<file path="config.mk">
export PLATFORM = sky130hd
export DESIGN_NAME = proc_control_fsm_flat
export DESIGN_NICKNAME = d
export VERILOG_FILES = /design/src/rtl/proc_control_fsm_if.sv /design/src/rtl/proc_control_fsm.sv /design/src/flat_wrapper.sv
export SDC_FILE = /design/constraint.sdc
export NUM_CORES = 1
export LEC_CHECK = 0
export ABC_AREA = 1
export CAP_MARGIN = 15
export CORE_UTILIZATION = 39
export DETAILED_ROUTE_END_ITERATION = 6
export PLACE_DENSITY_LB_ADDON = 0.15
export SYNTH_ARGS = -nofsm -noshare
export SYNTH_HDL_FRONTEND = slang
export SYNTH_SLANG_ARGS = --single-unit
</file>
<file path="constraint.sdc">
create_clock -name Clock -period 1.8 [get_ports Clock]
set_input_delay 0.36 -clock Clock [delete_from_list [all_inputs] [get_ports Clock]]
set_output_delay 0.36 -clock Clock [all_outputs]
set_load 0.02 [all_outputs]
</file>
<file path="src/rtl/proc_control_fsm_if.sv">
// proc_control_fsm_if: control-unit bundle between the sequencer and the datapath.
//   Inputs to the sequencer: Run (start request), DIN[15:0] (instruction/immediate),
//     Gzero (G == 0 flag).
//   Outputs from the sequencer: IRin, Rin[7:0], ROut[7:0], GOut, DINOut, Ain, Gin,
//     AddSub, Done.
//   master = sequencer side, slave = datapath side.
interface proc_control_fsm_if;
   logic        Run;
   logic [15:0] DIN;
   logic        Gzero;
   logic        IRin;
   logic [7:0]  Rin;
   logic [7:0]  ROut;
   logic        GOut;
   logic        DINOut;
   logic        Ain;
   logic        Gin;
   logic        AddSub;
   logic        Done;
   modport master (
      input  Run, DIN, Gzero,
      output IRin, Rin, ROut, GOut, DINOut, Ain, Gin, AddSub, Done
   );
   modport slave (
      output Run, DIN, Gzero,
      input  IRin, Rin, ROut, GOut, DINOut, Ain, Gin, AddSub, Done
   );
endinterface

</file>
<file path="src/rtl/proc_control_fsm.sv">
// proc_control_fsm: instruction register plus T0..T3 timing FSM for the 16-bit processor.
//   Clock  : rising-edge clock
//   Resetn : asynchronous active-low reset (clears Tstep and IR, forces outputs to 0)
//   ctrl   : proc_control_fsm_if.master (Run/DIN/Gzero in, bus selects and strobes out)
//   Optional feature: define CTRL_MVNZ_EN to turn opcode 100 into mvnz (move if G != 0).
module proc_control_fsm (
   input  logic                   Clock,
   input  logic                   Resetn,
   proc_control_fsm_if.master     ctrl
);
   typedef enum logic [1:0] {T0, T1, T2, T3} tstep_e;
   tstep_e     tstep_q, tstep_d;
   logic [8:0] ir_q, ir_d;
   logic [2:0] iii;
   logic [7:0] x_sel, y_sel;
   assign iii   = ir_q[8:6];
   assign x_sel = 8'd1 << ir_q[5:3];
   assign y_sel = 8'd1 << ir_q[2:0];
   always_ff @(posedge Clock or negedge Resetn) begin
      if (!Resetn) begin
         tstep_q <= T0;
         ir_q    <= '0;
      end else begin
         tstep_q <= tstep_d;
         ir_q    <= ir_d;
      end
   end
   always_comb begin
      tstep_d     = tstep_q;
      ir_d        = ir_q;
      ctrl.IRin   = 1'b0;
      ctrl.Rin    = '0;
      ctrl.ROut   = '0;
      ctrl.GOut   = 1'b0;
      ctrl.DINOut = 1'b0;
      ctrl.Ain    = 1'b0;
      ctrl.Gin    = 1'b0;
      ctrl.AddSub = 1'b0;
      ctrl.Done   = 1'b0;
      case (tstep_q)
         T0: begin
            // Resetn gating keeps IRin low while reset is held with Run high
            if (ctrl.Run && Resetn) begin
               ctrl.IRin = 1'b1;
               ir_d      = ctrl.DIN[15:7];
               tstep_d   = T1;
            end
         end
         T1: begin
            tstep_d = T0;
            case (iii)
               3'b000: begin
                  ctrl.ROut = y_sel;
                  ctrl.Rin  = x_sel;
                  ctrl.Done = 1'b1;
               end
               3'b001: begin
                  ctrl.DINOut = 1'b1;
                  ctrl.Rin    = x_sel;
                  ctrl.Done   = 1'b1;
               end
               3'b010, 3'b011: begin
                  ctrl.ROut = x_sel;
                  ctrl.Ain  = 1'b1;
                  tstep_d   = T2;
               end
`ifdef CTRL_MVNZ_EN
               3'b100: begin
                  if (!ctrl.Gzero) begin
                     ctrl.ROut = y_sel;
                     ctrl.Rin  = x_sel;
                  end
                  ctrl.Done = 1'b1;
               end
`endif
               default: ctrl.Done = 1'b1;
            endcase
         end
         T2: begin
            ctrl.ROut   = y_sel;
            ctrl.Gin    = 1'b1;
            ctrl.AddSub = iii[0];
            tstep_d     = T3;
         end
         T3: begin
            ctrl.GOut = 1'b1;
            ctrl.Rin  = x_sel;
            ctrl.Done = 1'b1;
            tstep_d   = T0;
         end
      endcase
   end
endmodule

</file>
<file path="src/flat_wrapper.sv">
// flat-port wrapper written by rule: the top's interface ports become plain ports
module proc_control_fsm_flat 
  (Clock, Resetn, ctrl_Run, ctrl_DIN, ctrl_Gzero, ctrl_IRin, ctrl_Rin, ctrl_ROut, ctrl_GOut, ctrl_DINOut, ctrl_Ain, ctrl_Gin, ctrl_AddSub, ctrl_Done);
  proc_control_fsm_if ctrl_i ();
  input  logic Clock;
  input  logic Resetn;
  input wire logic [$bits(ctrl_i.Run)-1:0] ctrl_Run;
  input wire logic [$bits(ctrl_i.DIN)-1:0] ctrl_DIN;
  input wire logic [$bits(ctrl_i.Gzero)-1:0] ctrl_Gzero;
  output wire logic [$bits(ctrl_i.IRin)-1:0] ctrl_IRin;
  output wire logic [$bits(ctrl_i.Rin)-1:0] ctrl_Rin;
  output wire logic [$bits(ctrl_i.ROut)-1:0] ctrl_ROut;
  output wire logic [$bits(ctrl_i.GOut)-1:0] ctrl_GOut;
  output wire logic [$bits(ctrl_i.DINOut)-1:0] ctrl_DINOut;
  output wire logic [$bits(ctrl_i.Ain)-1:0] ctrl_Ain;
  output wire logic [$bits(ctrl_i.Gin)-1:0] ctrl_Gin;
  output wire logic [$bits(ctrl_i.AddSub)-1:0] ctrl_AddSub;
  output wire logic [$bits(ctrl_i.Done)-1:0] ctrl_Done;
  assign ctrl_i.Run = ctrl_Run;
  assign ctrl_i.DIN = ctrl_DIN;
  assign ctrl_i.Gzero = ctrl_Gzero;
  assign ctrl_IRin = ctrl_i.IRin;
  assign ctrl_Rin = ctrl_i.Rin;
  assign ctrl_ROut = ctrl_i.ROut;
  assign ctrl_GOut = ctrl_i.GOut;
  assign ctrl_DINOut = ctrl_i.DINOut;
  assign ctrl_Ain = ctrl_i.Ain;
  assign ctrl_Gin = ctrl_i.Gin;
  assign ctrl_AddSub = ctrl_i.AddSub;
  assign ctrl_Done = ctrl_i.Done;
  proc_control_fsm u_core (.Clock(Clock), .Resetn(Resetn), .ctrl(ctrl_i));
endmodule
</file>
[Word level (Yosys, flattened, before mapping)]
Cells that the tools add are included.
Word-level totals
  register bits: 11
  input port bits: 20
  output and inout port bits: 23
  logic and storage cells: 35
Cells by class
  equality and inequality tests: 7
  shifts and indexed selects: 2
  multiplexer cells: 18
  reduce and logical (&&, ||, !) cells: 6
Operator list (count)
  case mux 8 bit (2 select lines): 3
  << shifter 1 x 3 -> 8 bit (first input constant): 2
  two-way mux 1 bit: 10
  two-way mux 8 bit: 1
  case mux 2 bit (4 select lines): 1
  equality test 3 x 2 -> 1 bit (second input constant): 2
  equality test 2 bit (second input constant): 2
  two-way mux 2 bit: 2
  OR reduction 2 bit: 2
  equality test 3 x 1 -> 1 bit (second input constant): 1
  logical NOT 3 bit: 1
  equality test 2 x 1 -> 1 bit (second input constant): 1
  logical NOT 2 bit: 1
  inequality test 2 x 1 -> 1 bit (second input constant): 1
  case mux 1 bit (2 select lines): 1
  AND reduction 2 bit: 1
  logical AND 1 bit: 1

[Longest topological paths before layout]
  depth after elaboration: 4
  mapped depth: 7

[Worst setup path after synthesis]
Ideal clock, no wire load.
  kind: reg2out
  start: reg u_core.tstep_q[0]
  end: out ctrl_Rin[0]
  data arrival time: 1.492 ns
  required time: 1.440 ns
  path slack: -0.052 ns
  stages on the path, launching flop included: 4
  path through: dfrtp_1 -> ha_1 -> a21oi_1 -> nor4_1
On the way
  word-level cells in the longest chain between the ends: 2
  elaborated cells between the ends (all ways): 3
RTL lines
  from (decl): RTL line proc_control_fsm.sv:12  | tstep_e tstep_q, tstep_d;
  from (signal assigned): RTL line proc_control_fsm.sv:24  | tstep_q <= tstep_d;
  equality test 2 bit or equality test 2 x 1 -> 1 bit (tied branches): RTL line proc_control_fsm.sv:40  | case (tstep_q)
  case mux 8 bit (2 select lines) *: RTL line proc_control_fsm.sv:40
  to (decl): RTL line flat_wrapper.sv:11  | output wire logic [$bits(ctrl_i.Rin)-1:0] ctrl_Rin;
Every way passes the cells marked *; elsewhere a longest branch is shown, timed or not.

[Worst setup path in the final report]
  start: reg u_core.tstep_q[0]
  end: out ctrl_Rin[7]
The elaborated chain is that of the path after synthesis.

==> Flow_metrics.wiki <==
{| class="wikitable"
! Metric !! Value
|-
| Combined area of the multi-input logic cells || 616.8 sq um
|-
| Setup Viol. Count Final || 17
|-
| Global routing usage summed across all routing layers || 0.2453
|-
| Highest clock rate || approximately 520 MHz
|-
| Period utilisation layout || 1.075
|-
| First-pass GRT wire length || 4533 microns
|-
| Port Buf Inserts || 34
|-
| Number of warning messages in the yosys log || 0
|-
| Reg clk slew, reported paths || roughly 70 ps
|-
| Cell area after technology mapping || between 800 and 900 sq um
|-
| Inserted Clock Buffers || 3
|-
| Cell class contributing the biggest share of worst-path delay || flip-flops
|-
| Outcome || finished, violations left
|-
| Insertion delay to the later sink of the worst-skew pair || about 270 ps
|-
| R2R Setup Slk || 450 ps
|-
| Synth cell types || 21
|-
| Critical-path cell list || ha_4 -> buf_4 -> a21oi_4 -> nor2_1 -> buf_2
|-
| Critical path capture point type || output port
|-
| Area overhead of the layout relative to synthesis || 80.51%
|-
| Minimum clock period after layout || 1935 ps
|-
| Initial antenna violation count || 0
|-
| Number of buffers and inverters on the critical path || 2
|-
| Num ports || 43
|-
| Total design power || around 2600 uW
|-
| Largest stage delay on the critical path || 450 ps
|-
| Post-route worst hold slack || 413.2 ps
|-
| Count of inserted antenna diode cells || 0
|-
| First-pass iteration count of the detailed router || 4
|-
| Reported leakage power || 0.0006716 uW
|-
| Number of nets with antenna violations after routing || 0
|-
| Yosys reg bits || 11
|-
| Rows || 16
|-
| Clock tree buffer depth || 2
|-
| Worst R2R End || u_core.ir_q[0]
|-
| H-Tree Level Count || 1
|-
| Number of filler instances in the final layout || around 160
|-
| Worst setup skew after layout || 1.751 ps
|-
| Crit path kind || flop to output port
|-
| Final HPWL DP || 2005 microns
|-
| Worst setup margin || -134.5 ps
|-
| Average wire per standard cell || 12.34 microns
|-
| # nets final || 213
|-
| Max-Cap Viols || 0
|-
| Worst hold path type || input port to async pin
|-
| Share of final-layout standard cells stronger than drive strength 1 || 0.5213
|-
| Via count || 1089
|-
| Met3 Track Usage GR || 0.02830
|-
| Slowest CP cell || dfrtp_2
|-
| Gr ovfl total || 0
|-
| Met2 track demand over resource in global routing || 0.4108
|-
| CTS Sinks || 11
|-
| Largest fanout of any net on the critical path || 8
|-
| Pwr per Cell Area || approximately 1700 nW/um^2
|-
| Critical Path Source Type || flop
|-
| Routed vias/inst || 5.065
|-
| Violated checks || negative setup slack
|-
| Dpl ws || -433.1 ps
|-
| DRT Wirelength || 2654 microns
|-
| Root buffer cell || clkbuf_4
|-
| Initial standard-cell utilization of the core || 0.4200
|-
| DRC violation count after routing || 0
|-
| Clock tree from TritonCTS || yes
|-
| Storage cell area || 279.0 sq um
|-
| Average instance area after synthesis || roughly 6.8 sq um
|-
| Placer Congestion || 0.8278
|-
| Vias in the first global route || 1031
|-
| Hold buffers post-CTS || 0
|-
| Vertical extent of the die || around 48 microns
|-
| Synthesized net count || about 150
|-
| Die extent in x || roughly 48 microns
|-
| Grt peak-use layer || met2
|-
| Drt initial violations || 22
|-
| Unrepaired setup endpoints after global routing || yes
|-
| Core Area || 2002 sq um
|-
| Number of hold violations in the final report || 0
|-
| Number of pins with negative max-slew slack in the final report || 0
|-
| Die area || 2345 sq um
|-
| Largest net degree at the start of global routing || 19
|-
| Required time at the worst-slack endpoint || about 1400 ps
|-
| Worst-case vdd ir drop || ~0.0012 V
|-
| Met1 track demand over resource || 0.3267
|-
| Arrival time of the worst setup path || between 1500 and 2000 ps
|-
| Worst slew margin relative to its limit || 0.7962
|-
| Actual slew at the worst max-slew pin || 305.0 ps
|-
| Sequential fraction of the synthesis area || 0.3274
|-
| Post-Syn Instances || about 120
|-
| R2r worst-path depth || 8
|}
[how the worst max path moves through the flow]
stage,start,to,slack [ps],cells after the start
after floorplan,u_core.tstep_q[0],ctrl_Rin[0],-50,3
after global placement,u_core.tstep_q[0],ctrl_Rin[7],-400,4
after detailed placement,u_core.tstep_q[0],ctrl_Rin[0],-430,4
after CTS,flop,ctrl_ROut[2],-100,7
after global routing,flop,ctrl_ROut[0],-180,7
final,u_core.tstep_q[0],ctrl_Rin[7],-130,5
[layer usage]
layer	share of wire	wire [microns]
met4	0.011	30
met2	0.48	1285
met3	0.028	73
met1	0.48	1264
met5	0	0
[stage by stage]
step | util | setup TNS, ps | std cells | area (sq um)
6_report | 0.7581 | -1538 | 215 | 1518
5_1_grt | 0.7581 | -2638 | 215 | 1518
4_1_cts | 0.7150 | -1225 | 214 | 1431
3_5_place_dp | 0.7056 | -7259 | 208 | 1413
3_3_place_gp | 0.7056 | -6463 | 208 | 1413
2_1_floorplan | - | -366.0 | 124 | 863.3
[Yosys cell counts]
master | count | area [sq um]
a21oi_1 | 9 | 45.04
a31oi_1 | 1 | 6.260
buf_2 | 1 | 5.000
buf_4 | 3 | 22.52
clkinv_2 | 1 | 5.000
dfrtp_1 | 11 | 275.3
ha_1 | 4 | 50.05
inv_1 | 13 | 48.80
inv_2 | 3 | 11.26
nand2_1 | 29 | 108.9
nand2_2 | 1 | 6.260
nand3_1 | 5 | 25.02
nand3_2 | 1 | 10.01
nor2_1 | 7 | 26.28
nor2_2 | 2 | 12.51
nor3_1 | 11 | 55.05
nor4_1 | 8 | 50.05
o21ai_0 | 11 | 55.05
o21ai_2 | 1 | 8.760
o21bai_1 | 1 | 7.510
o22ai_1 | 1 | 6.260
[registers in the layout, summed over array words and instances (netlist names), named ones only]
signal / flops
u_core.tstep_q: 1
u_core.ir_q: 9
[logic make-up (layout without fill, tap and decap cells)]
group                    count (synthesis)  after routing  synth area share
AO/OA/AOI/OAI                           24             24            0.1533
adder cells (fa/ha/maj)                  4              4           0.05953
buffers and inverters                   21             85            0.1101
flip-flops                              11             11            0.3274
AND/OR/NAND/NOR                         64             64            0.3497
[final cells by class]
class / count / share of cell area
Multi-Input combinational cell: 92 / 0.4064
Timing Repair Buffer: 64 / 0.3215
Sequential cell: 11 / 0.1838
Inverter: 17 / 0.04864
Tap cell: 27 / 0.02226
Clock buffer: 4 / 0.01731
[repair_timing]
action	in CTS	in global routing
buffers inserted	2	1
pin swaps	6	1
cloned	0	0
endpoints found under the setup margin	23	22
resized for setup	122	24
[worst reg2reg max path: stages, from the launching register on]
cell and delay [ps]:
dfrtp_1 390, inv_2 90, buf_4 110, ha_2 190, nand3_1 80, inv_2 60, buf_4 190, nand2_1 90
o21ai_0 70
[where the power goes]
part           internal (uW)  switching [uW]
Clock                   86.0            86.7
Sequential               378             145
Combinational            829            1120
[cells in the final DEF (no fill, tap or decap), drive strengths merged]
cell type | synthesis | final
nor4 | 8 | 8
clkinv | 1 | 1
ha | 4 | 4
nor3 | 11 | 11
o21ai | 12 | 12
clkdlybuf4s15 | 0 | 1
a31oi | 1 | 1
buf | 4 | 51
clkdlybuf4s50 | 0 | 11
clkbuf | 0 | 5
dfrtp | 11 | 11
o21bai | 1 | 1
nor2 | 9 | 9
nand3 | 6 | 6
inv | 16 | 16
nand2 | 30 | 30
o22ai | 1 | 1
a21oi | 9 | 9
Note: power is estimated with default switching activity, not from simulation.
==> RTL edit (same settings) <==
Re-encode `tstep_e` (4 values) as one-hot, 4 bits wide.
--- a/src/rtl/proc_control_fsm.sv
+++ b/src/rtl/proc_control_fsm.sv
@@ -9,5 +9,5 @@
    proc_control_fsm_if.master     ctrl
 );
-   typedef enum logic [1:0] {T0, T1, T2, T3} tstep_e;
+   typedef enum logic [3:0] {T0 = 4'b0001, T1 = 4'b0010, T2 = 4'b0100, T3 = 4'b1000} tstep_e;
    tstep_e     tstep_q, tstep_d;
    logic [8:0] ir_q, ir_d;
Check against the original RTL: same outputs for any inputs over 10 cycles, from zero or initial values and one cycle with Resetn low; not proved beyond that.
==> RTL edit against the original RTL <==
The run still ends with negative setup slack left. Worst hold slack improved by 28 ps. Critical path depth rose by 2. Wire length rose by 2.3%. Utilization fell by 2.1 points. Setup slack improved by 6.6 ps. Synthesized area rose by 2.7%. Final area fell by 1.7%. Sequential cell count rose by 2. Count of clock-buffer cells in the layout fell by 1. Final cell count rose by 0.93%. Highest routed layer unchanged.
Power is left out: it rests on default switching activity, and per cell area and clock period it moved more than threefold.
==> RTL edit: results (changes against the original RTL) <==
=======================================================================================
Outcome                                                                    finished, violations left
Violated checks                                                            negative setup slack
Delay contributed by the slowest stage of the critical path                      580 ps   +130 ps
Largest registers                                                          u_core.ir_q (9), u_core.tstep_q (4)
Post-detailed-placement cell area                                          0.00135 sq mm   -4.5%
Endpoints failing setup                                                              21   +4
Global placer's final weighted congestion                                         0.815   -1.6%
Fill count                                                                          161   +1.3%
Relative slew slack                                                               78.2%   -1.5 points
Post-detailed-route wirelength per cell                                         12.5 um   +1.4%
Deepest level of the CTS H-tree                                                       1   unchanged
Critical path's slowest cell                                               sky130_fd_sc_hd__dfstp_2
CTS Root Cell                                                              sky130_fd_sc_hd__clkbuf_4
R2R setup slack                                                                  180 ps   -270 ps
Distinct cells, synth                                                                19   -9.5%
Maximum number of pins on one net before global-route repair                         20   +1
Endpoint of the lowest-slack register-to-register path                     u_core.tstep_q[2]$_DFFE_PN0P_
Share of async-settable or async-resettable flops after synthesis                  100%   unchanged
Final worst slack                                                               -128 ps   +6.61 ps
Largest buffer count on any clock path                                                2   unchanged
Global-route wire length before repair                                          4450 um   -1.8%
Via count of the first global-routing pass                                         1033   +0.19%
Sequential cell area fraction in the yosys report                                 37.8%   +5.1 points
Antenna violations before repair                                                      0   unchanged
Number of inserted diodes                                                             0   unchanged
Cell type group with the largest total delay on the critical path            flip-flops
Synth top cells by count                                                   sky130_fd_sc_hd__nand2_1 (45), sky130_fd_sc_hd__inv_1 (14), sky130_fd_sc_hd__dfrtp_1 (12), sky130_fd_sc_hd__nor3_1 (12), sky130_fd_sc_hd__nor2_1 (10)
Total nets after synthesis                                                          151   +2.0%
Final clock skew                                                                6.33 ps   +4.58 ps
RR Startpoint                                                              u_core.tstep_q[1]$_DFFE_PN0P_
Share of layout cells above drive strength 1                                      40.5%   -12 points
Overall global routing resource usage                                             24.0%   -0.51 points
Critical path startpoint                                                   u_core.tstep_q[0]$_DFFE_PN1P_
Depth of the most critical reg-to-reg path                                            9   +1
Worst-skew pair later-pin latency                                                290 ps   +20 ps
Type of the most critical hold path                                            in2async
Nets                                                                                211   -0.94%
Synth Flop Type                                                            sky130_fd_sc_hd__dfrtp_1
Detailed placer's ending HPWL                                                   1770 um   -12%
Top fanout value on the critical path                                                 6   -2
Clock slew at the register clock pins of the worst setup and hold paths          100 ps   +30 ps
Number of violations reported at the end of detailed-routing iteration 0             31   +41%
Biggest area contributors in the synthesized netlist                       sky130_fd_sc_hd__dfrtp_1 (35%), sky130_fd_sc_hd__nand2_1 (20%), sky130_fd_sc_hd__nor3_1 (7.0%)
Setup Fix Bufs, Post-CTS                                                              3   +1
Via count                                                                          1056   -3.0%
PostCTS Resize Cnt                                                                  125   +2.5%
=======================================================================================
RTL edit: cell types whose count changed in the layout (fill, tap and decap cells not counted), sizes merged, moves of 2 or more:
cell,unedited run,this run
buf,51,46
nor2,9,13
a21boi,0,6
nand2,30,48
o21ai,12,8
nor4,8,0
clkbuf,5,3
a21oi,9,2
or2,0,2
ha,4,0
RTL edit: worst max path at each step:
stage / cells after the start / slack [ps] / to
final: 7 / -130 / ctrl_Done
after global routing: 7 / -210 / ctrl_ROut[6]
after CTS: 5 / -100 / ctrl_AddSub
after detailed placement: 4 / -260 / ctrl_IRin
after global placement: 4 / -270 / ctrl_IRin
after floorplan: 5 / 140 / ctrl_Rin[0]
RTL edit: per-layer routing:
metal | wire [um] | share of wire (%) | GRT usage [%]
met3 | 105 | 3.9 | 4.05
met1 | 1170 | 43 | 30.5
met4 | 10 | 0.37 | 9.31
met5 | 0 | 0 | 0
met2 | 1430 | 53 | 40.5
RTL edit: cell type report:
| type | count | area share (%) |
|---|---|---|
| Inverter | 17 | 4.45 |
| Clock inverter | 1 | 0.336 |
| Multi-Input combinational cell | 99 | 35.6 |
| Sequential cell | 13 | 22.0 |
| Clock buffer | 3 | 1.51 |
| Tap cell | 27 | 2.27 |
| Timing Repair Buffer | 57 | 33.9 |
RTL edit: metrics by stage:
stage	setup WS, ps	TNS (ps)	utilization [%]	hold slack, ps	instances
3_5_place_dp	-256	-3900	66.7	498	207
3_3_place_gp	-269	-3820	66.7	488	207
5_1_grt	-214	-3140	73.8	461	217
4_1_cts	-101	-863	67.6	442	215
2_1_floorplan	136	0	-	64.4	131
6_report	-128	-1640	73.8	441	217
RTL edit: kinds of logic after synthesis:
group,after synthesis,share of synthesized area (%)
AO/OA/AOI/OAI,17,11.9
buffers and inverters,20,10.1
flip-flops,13,37.8
AND/OR/NAND/NOR,81,40.1
